--- config.mk ---
export PLATFORM = sky130hd
export DESIGN_NAME = ps2_key_rollover
export DESIGN_NICKNAME = d
export VERILOG_FILES = /design/src/rtl/ps2_key_rollover.sv
export SDC_FILE = /design/constraint.sdc
export NUM_CORES = 1
export LEC_CHECK = 0
export CAP_MARGIN = 25
export CORE_MARGIN = 2
export CORE_UTILIZATION = 50
export DETAILED_ROUTE_END_ITERATION = 12
export GPL_TIMING_DRIVEN = 1
export PLACE_DENSITY = 0.86
export REMOVE_ABC_BUFFERS = 1
export SYNTH_ARGS = -nofsm -noshare
export SYNTH_HDL_FRONTEND = slang
export SYNTH_SLANG_ARGS = --single-unit
--- constraint.sdc ---
create_clock -name Clk -period 2.2 [get_ports Clk]
set_input_delay 0.33 -clock Clk [delete_from_list [all_inputs] [get_ports Clk]]
set_output_delay 0.33 -clock Clk [all_outputs]
set_load 0.005 [all_outputs]
--- src/rtl/ps2_key_rollover.sv ---
// ps2_key_rollover: PS/2 scan-code decoder tracking up to four simultaneously held keys.
// Define PS2_ROLLOVER_TIMEOUT_EN to flush stale keys after TIMEOUT_CYCLES idle clock cycles.
module ps2_key_rollover #(
    parameter logic [31:0] TIMEOUT_CYCLES = 32'd50_000_000
) (
    input  logic        Clk,
    input  logic        Reset,
    input  logic [7:0]  scan_code,
    input  logic        scan_valid,
    output logic [31:0] PS2keycode,
    output logic        overflow
);

    typedef enum logic [1:0] {IDLE, EXT, BRK, EXT_BRK} state_e;

    localparam logic [7:0] CODE_EXT = 8'hE0;
    localparam logic [7:0] CODE_BRK = 8'hF0;

    state_e          state_q, state_d;
    logic [3:0][7:0] slots_q, slots_d;
    logic            overflow_q, overflow_d;

    logic            held;
    logic            free_found;
    logic [1:0]      free_idx;
    logic            ignored;

    if (TIMEOUT_CYCLES == 32'd0) begin : g_bad_timeout
        $error("TIMEOUT_CYCLES must be non-zero");
    end

`ifdef PS2_ROLLOVER_TIMEOUT_EN
    logic [31:0] idle_cnt_q;
    logic        expire;

    assign expire = (idle_cnt_q == TIMEOUT_CYCLES - 32'd1);

    always_ff @(posedge Clk) begin
        if (Reset || scan_valid || expire) begin
            idle_cnt_q <= '0;
        end else begin
            idle_cnt_q <= idle_cnt_q + 32'd1;
        end
    end
`endif

    // NOTE: every always_comb output gets a default first so no path leaves it unassigned (no latch).
    always_comb begin
        state_d    = state_q;
        slots_d    = slots_q;
        overflow_d = 1'b0;

        held = 1'b0;
        for (int i = 0; i < 4; i++) begin
            if (slots_q[i] == scan_code) held = 1'b1;
        end

        // Scan downwards so the lowest-numbered empty slot wins.
        free_found = 1'b0;
        free_idx   = 2'd0;
        for (int i = 3; i >= 0; i--) begin
            if (slots_q[i] == 8'h00) begin
                free_found = 1'b1;
                free_idx   = 2'(i);
            end
        end

        case (scan_code)
            8'h00, 8'hAA, 8'hFA, 8'hFE, 8'hFF, 8'hE1: ignored = 1'b1;
            default:                                  ignored = 1'b0;
        endcase

        if (scan_valid) begin
            if (scan_code == CODE_EXT) begin
                state_d = (state_q == IDLE || state_q == EXT) ? EXT : EXT_BRK;
            end else if (scan_code == CODE_BRK) begin
                state_d = (state_q == IDLE) ? BRK : EXT_BRK;
            end else if (state_q == BRK || state_q == EXT_BRK) begin
                for (int i = 0; i < 4; i++) begin
                    if (slots_q[i] == scan_code) slots_d[i] = 8'h00;
                end
                state_d = IDLE;
            end else if (!ignored) begin
                if (!held) begin
                    if (free_found) slots_d[free_idx] = scan_code;
                    else            overflow_d        = 1'b1;
                end
                state_d = IDLE;
            end
        end
`ifdef PS2_ROLLOVER_TIMEOUT_EN
        else if (expire && (slots_q != '0)) begin
            slots_d = '0;
            state_d = IDLE;
        end
`endif
    end

    // NOTE: sequential state uses non-blocking assignments so every register samples pre-edge values.
    always_ff @(posedge Clk) begin
        if (Reset) begin
            state_q    <= IDLE;
            slots_q    <= '0;
            overflow_q <= 1'b0;
        end else begin
            state_q    <= state_d;
            slots_q    <= slots_d;
            overflow_q <= overflow_d;
        end
    end

    assign PS2keycode = slots_q;
    assign overflow   = overflow_q;

endmodule
* Word-level counts from Yosys, hierarchy flattened
Index checks and enable logic that the tools add are counted. W data, S select, Z words.
Word-level totals: bits of input ports 11, register bits 35
Cells by class: $lt $le $gt $ge 2, equal/unequal tests 21, reductions and logical operators 17, bitwise operators 3, multiplexer cells 31
Operators by type and width (count):
- $mux W32 | 4
- $eq A8 B8 Y1 const B | 7
- $logic_not A8 Y1 | 5
- $mux W8 | 5
- $bwmux W32 | 1
- $eq A8 B8 Y1 | 4
- $reduce_and A7 Y1 | 4
- $mux W2 | 9
- $demux W8 S2 | 1
- $mux W1 | 11
- $ne A2 B1 Y1 const B | 5
- $reduce_or A7 Y1 | 1
- $reduce_or A6 Y1 | 1
- $eq A2 B2 Y1 const B | 2
- $ne A4 B1 Y1 const B | 1
- $lt A2 B3 Y1 const B | 1
- $not A1 Y1 | 3
- $eq A2 B1 Y1 const B | 1
- $ge A2 B1 Y1 const B | 1
- $logic_not A2 Y1 | 1
- $logic_or A1 B1 Y1 | 2
- $ne A2 B2 Y1 const B | 1
- $reduce_and A2 Y1 | 1
- $reduce_bool A2 Y1 | 1
- $logic_and A1 B1 Y1 | 1

* Longest topological paths before layout
word-level depth 14, mapped depth 8, depth with buffers taken out 6

* Worst setup path after synthesis
No wires, ideal clock.
path kind input to register, from input scan_code[3], to register slots_q (netlist bit PS2keycode[30]), buffers on the path 2, slack 0.525 ns, setup time 0.084 ns, data required time 2.116 ns, cell stages on the path 8, data arrival time 1.591 ns, cells stage by stage buf_4 > xnor2_1 > nand4_2 > nor2_2 > nor4_4 > nand2_4 > buf_6 > o31ai_4
Between the ends: word-level cells in the longest chain between the ends 7
Ends and longest elaborated chain:
- start: declaration | RTL line 8 | input logic [7:0] scan_code,
- $eq A8 B8 Y1 | RTL line 55 | if (slots_q[i] == scan_code) held = 1'b1;
- $mux W1 (4 in a row) | RTL line 55
- $ne A2 B1 Y1 (no line)
- $reduce_and A7 Y1 (no line) (*)
- end signal: assignment | RTL line 107 | slots_q <= slots_d;
- end: declaration | RTL line 20 | logic [3:0][7:0] slots_q, slots_d;
Every way passes the cells marked *; elsewhere a longest branch is shown, timed or not. A chain may end at the register's enable or synchronous reset.

* Worst setup path in the final report
from input scan_code[1], to register slots_q (netlist bit PS2keycode[29])
Same word-level chain as after synthesis.

==> reports/qor.txt <==
Worst reg2reg setup slack: 430 ps
Max cap viols: 0
Fin crit share: 91.9%
Clk root buf: clkbuf_8
R2R cell count: 4
Overflow after GRT: 0
FF+latch area: 681 um^2
CTS tree: built
Cell Pwr Density: 1020 mW/mm^2
Clock Path Buffers: 2
Vias per cell: 5.97
HPWL after DPL: 3680 um
Syn Inst Count: 214
Area delta synth->final: 34.9%
Clock Skew: 6.96 ps
PostCTS Resize Cnt: 0
Die area: 0.00441 mm^2
Core box area: 0.00372 mm^2
Launching point of the worst reg2reg path: PS2keycode[31]
Synth cell types: 33
Synthesis warning total: 0
Met1 WL: 2220 um
Inserted Clock Buffers: 5
I/O pins: 44
Critical path launch point type: input port
Clock transition at path regs: 60 ps
Worst slew pin tran: 410 ps
Post-synthesis compound-gate area fraction: 15.0%
Fill cells: 296
Flops & latches, synth: 34
Largest family of logic cells by synthesized area: simple AND/OR/NAND/NOR gates
Tmin final: 2020 ps
GRT Util Overall: 26.1%
Final #Nets: 280
Largest net degree at the start of global routing: 34
Final WL: 5320 um
CP Data Required Time: 2400 ps
Via count: 1,900
DR iter-0 viols: 156
Routed Antenna Nets: 0
RD Place Congestion: 0.882
Final Hold Viols: 0
Clock Latency Late Sink: 290 ps
WL/cell: 16.7 um
CP Max Fanout: 17
Place WS: -156 ps
Global-route wire length before repair: 8670 um
Post-synthesis xor/xnor area fraction: 14.4%
Status: complete, no violations
VDD IR max: 0.602 mV
Max Used Layer: met4
Hold Path Sink: PS2keycode[19]
Die X: 66.4 um
Placed insts: 310
Num rows: 22
Initial antenna violation count: 0
HP Class: reg2reg
Max_slew headroom: 72.6%
Crit end category: flop
DRC errors left: 0
CTS Hold Bufs: 0
Worst path arrival time: 2220 ps
RSZ-0062 raised after global routing: false
Multi-input gate area: 0.00114 mm^2
Fin cells: 318
Hold Startpoint: PS2keycode[19]
Hold WS: 534 ps
CP max stage cell: clkdlybuf4s50_1
Top cell family by delay on the critical path: buffers and inverters
Die Ht: 66.4 um
Peak Freq: 495 MHz
Seq/Total Area, Yosys: 34.9%
Worst setup path class: in2reg
Clock sink count: 34
Setup_tns: 0 ps
Starting density of the core: 52.4%
Post-route setup slack: 178 ps
Hold Path Cell Cnt: 2
H-Tree Depth: 2
Leakage: 0.923 nW
Layout cells sized above 1: 15.2%
Met3 wire length: 404 um
Reg2reg end: PS2keycode[29]
Setup repair bufs after CTS: 0
Port buffer count: 43
Finished Core Util: 70.7%
First-pass iteration count of the detailed router: 5
Netlist Area Pre-Place: 0.00195 mm^2
Simple-gate share of the synthesized area: 29.1%
Critical-path cell list: clkdlybuf4s50_1, buf_4, xnor2_1, nand4_1, nor2_1, nor4_4, nand2_4, o31ai_1
Metal2 WL: 2440 um
Fin. max-slew vios: 0
Vias in the first global route: 1,831
Mux cell area share after synthesis: 0%
Max incr delay on CP: 590 ps
Synth Area per Inst: 9.10 um^2
Setup violators final: 0
Adder-cell share of the synthesized area: 0%
Buf+Inv Stages, Crit Path: 2
N_diodes: 0
==> worst min-delay path, delay by kind of cell, from the launching register on <==
family	cells	cell delay, ps
DFF	1	350
and+or+nand+nor	1	80
AOI/OAI and AO/OA	1	60
==> placed cells by master (no fill, tap or decap), drive strengths merged <==
| master | n |
|---|---|
| clkdlybuf4s50 | 43 |
| dfxtp | 34 |
| xnor2 | 32 |
| nand3b | 24 |
| buf | 19 |
| o31ai | 16 |
| nand2 | 12 |
| nand4 | 11 |
| nor2 | 10 |
| nand2b | 9 |
| inv | 9 |
| o21ai | 9 |
| o22ai | 8 |
| clkbuf | 8 |
| nor4 | 7 |
| nand3 | 5 |
| or4 | 4 |
| and4 | 2 |
| nor3 | 2 |
| o31a | 1 |
| o311a | 1 |
| and2 | 1 |
| a21oi | 1 |
| and3 | 1 |
| nand4b | 1 |
==> state kept, by name, summed over array words and instances (netlist names) <==
signal / count
PS2keycode: 32
state_q: 1
overflow: 1
==> power breakdown <==
part	total (W)	leakage, nW	switching (W)	internal, W
clock network	0.000550	0.0575	0.000234	0.000316
logic	0.00119	0.589	0.000572	0.000616
registers	0.000953	0.276	0.000186	0.000767
==> stage by stage <==
step                total power [W]  cell area [um^2]
floorplan                   0.00159              1850
finish                      0.00269              2630
CTS                         0.00269              2620
global placement            0.00211              2510
global route                0.00286              2630
detailed placement          0.00213              2510
==> synthesized netlist by cell type <==
| library cell | count | area [um^2] |
|---|---|---|
| nor4_4 | 1 | 21.3 |
| buf_4 | 7 | 52.6 |
| o21ai_0 | 8 | 40.0 |
| o31ai_4 | 1 | 21.3 |
| nand2_4 | 1 | 11.3 |
| buf_6 | 2 | 22.5 |
| and2_1 | 1 | 6.26 |
| nand3_1 | 5 | 25.0 |
| xnor2_1 | 32 | 280 |
| nand2_1 | 11 | 41.3 |
| o31ai_1 | 7 | 52.6 |
| o31ai_2 | 8 | 100 |
| nor2_1 | 9 | 33.8 |
| nand2b_1 | 9 | 56.3 |
| and3_1 | 1 | 6.26 |
| o21ai_1 | 1 | 5.00 |
| nand4b_1 | 1 | 8.76 |
| nand4_1 | 10 | 62.6 |
| nand3b_1 | 24 | 180 |
| a21oi_1 | 1 | 5.00 |
| o22ai_1 | 8 | 50.1 |
| or4_1 | 4 | 30.0 |
| inv_1 | 9 | 33.8 |
| nor3_1 | 2 | 10.0 |
| nor2_2 | 1 | 6.26 |
| and4_1 | 2 | 17.5 |
| nand4_2 | 1 | 12.5 |
| o311a_1 | 1 | 10.0 |
| o31a_1 | 1 | 8.76 |
| dfxtp_1 | 34 | 681 |
| clkbuf_1 | 4 | 15.0 |
| buf_1 | 1 | 3.75 |
| nor4_1 | 6 | 37.5 |
==> worst max-delay path by stage <==
stage,from,end,slack (ps),depth (start not counted)
6_report,scan_code[1],PS2keycode[29],180,8
4_1_cts,scan_code[1],PS2keycode[1],130,8
2_1_floorplan,PS2keycode[13],PS2keycode[10],600,4
5_1_grt,scan_code[1],PS2keycode[31],50,8
3_5_place_dp,scan_code[1],PS2keycode[1],-160,8
3_3_place_gp,scan_code[1],PS2keycode[6],-60,8
==> final cells by class <==
| class | count | area share [%] |
|---|---|---|
| Timing Repair Buffer | 62 | 22.8 |
| Clock buffer | 8 | 4.19 |
| Tap cell | 48 | 2.29 |
| Multi-Input combinational cell | 157 | 43.6 |
| Sequential cell | 34 | 25.9 |
| Inverter | 9 | 1.29 |
==> logic make-up (layout without fill, tap and decap cells) <==
group	after synthesis	after routing
and+or+nand+nor	89	89
AOI/OAI and AO/OA	36	36
xor gates and xnor gates	32	32
DFF	34	34
buffers and inverters	23	79
==> routing by layer <==
metal / vias to the layer above / global-route usage (%)
li1: 884 / -
met1: 877 / 32.9
met2: 106 / 39.3
met3: 33 / 6.13
met4: 0 / 17.1
met5: - / 0
No activity file was read; power rests on OpenSTA's default activity.
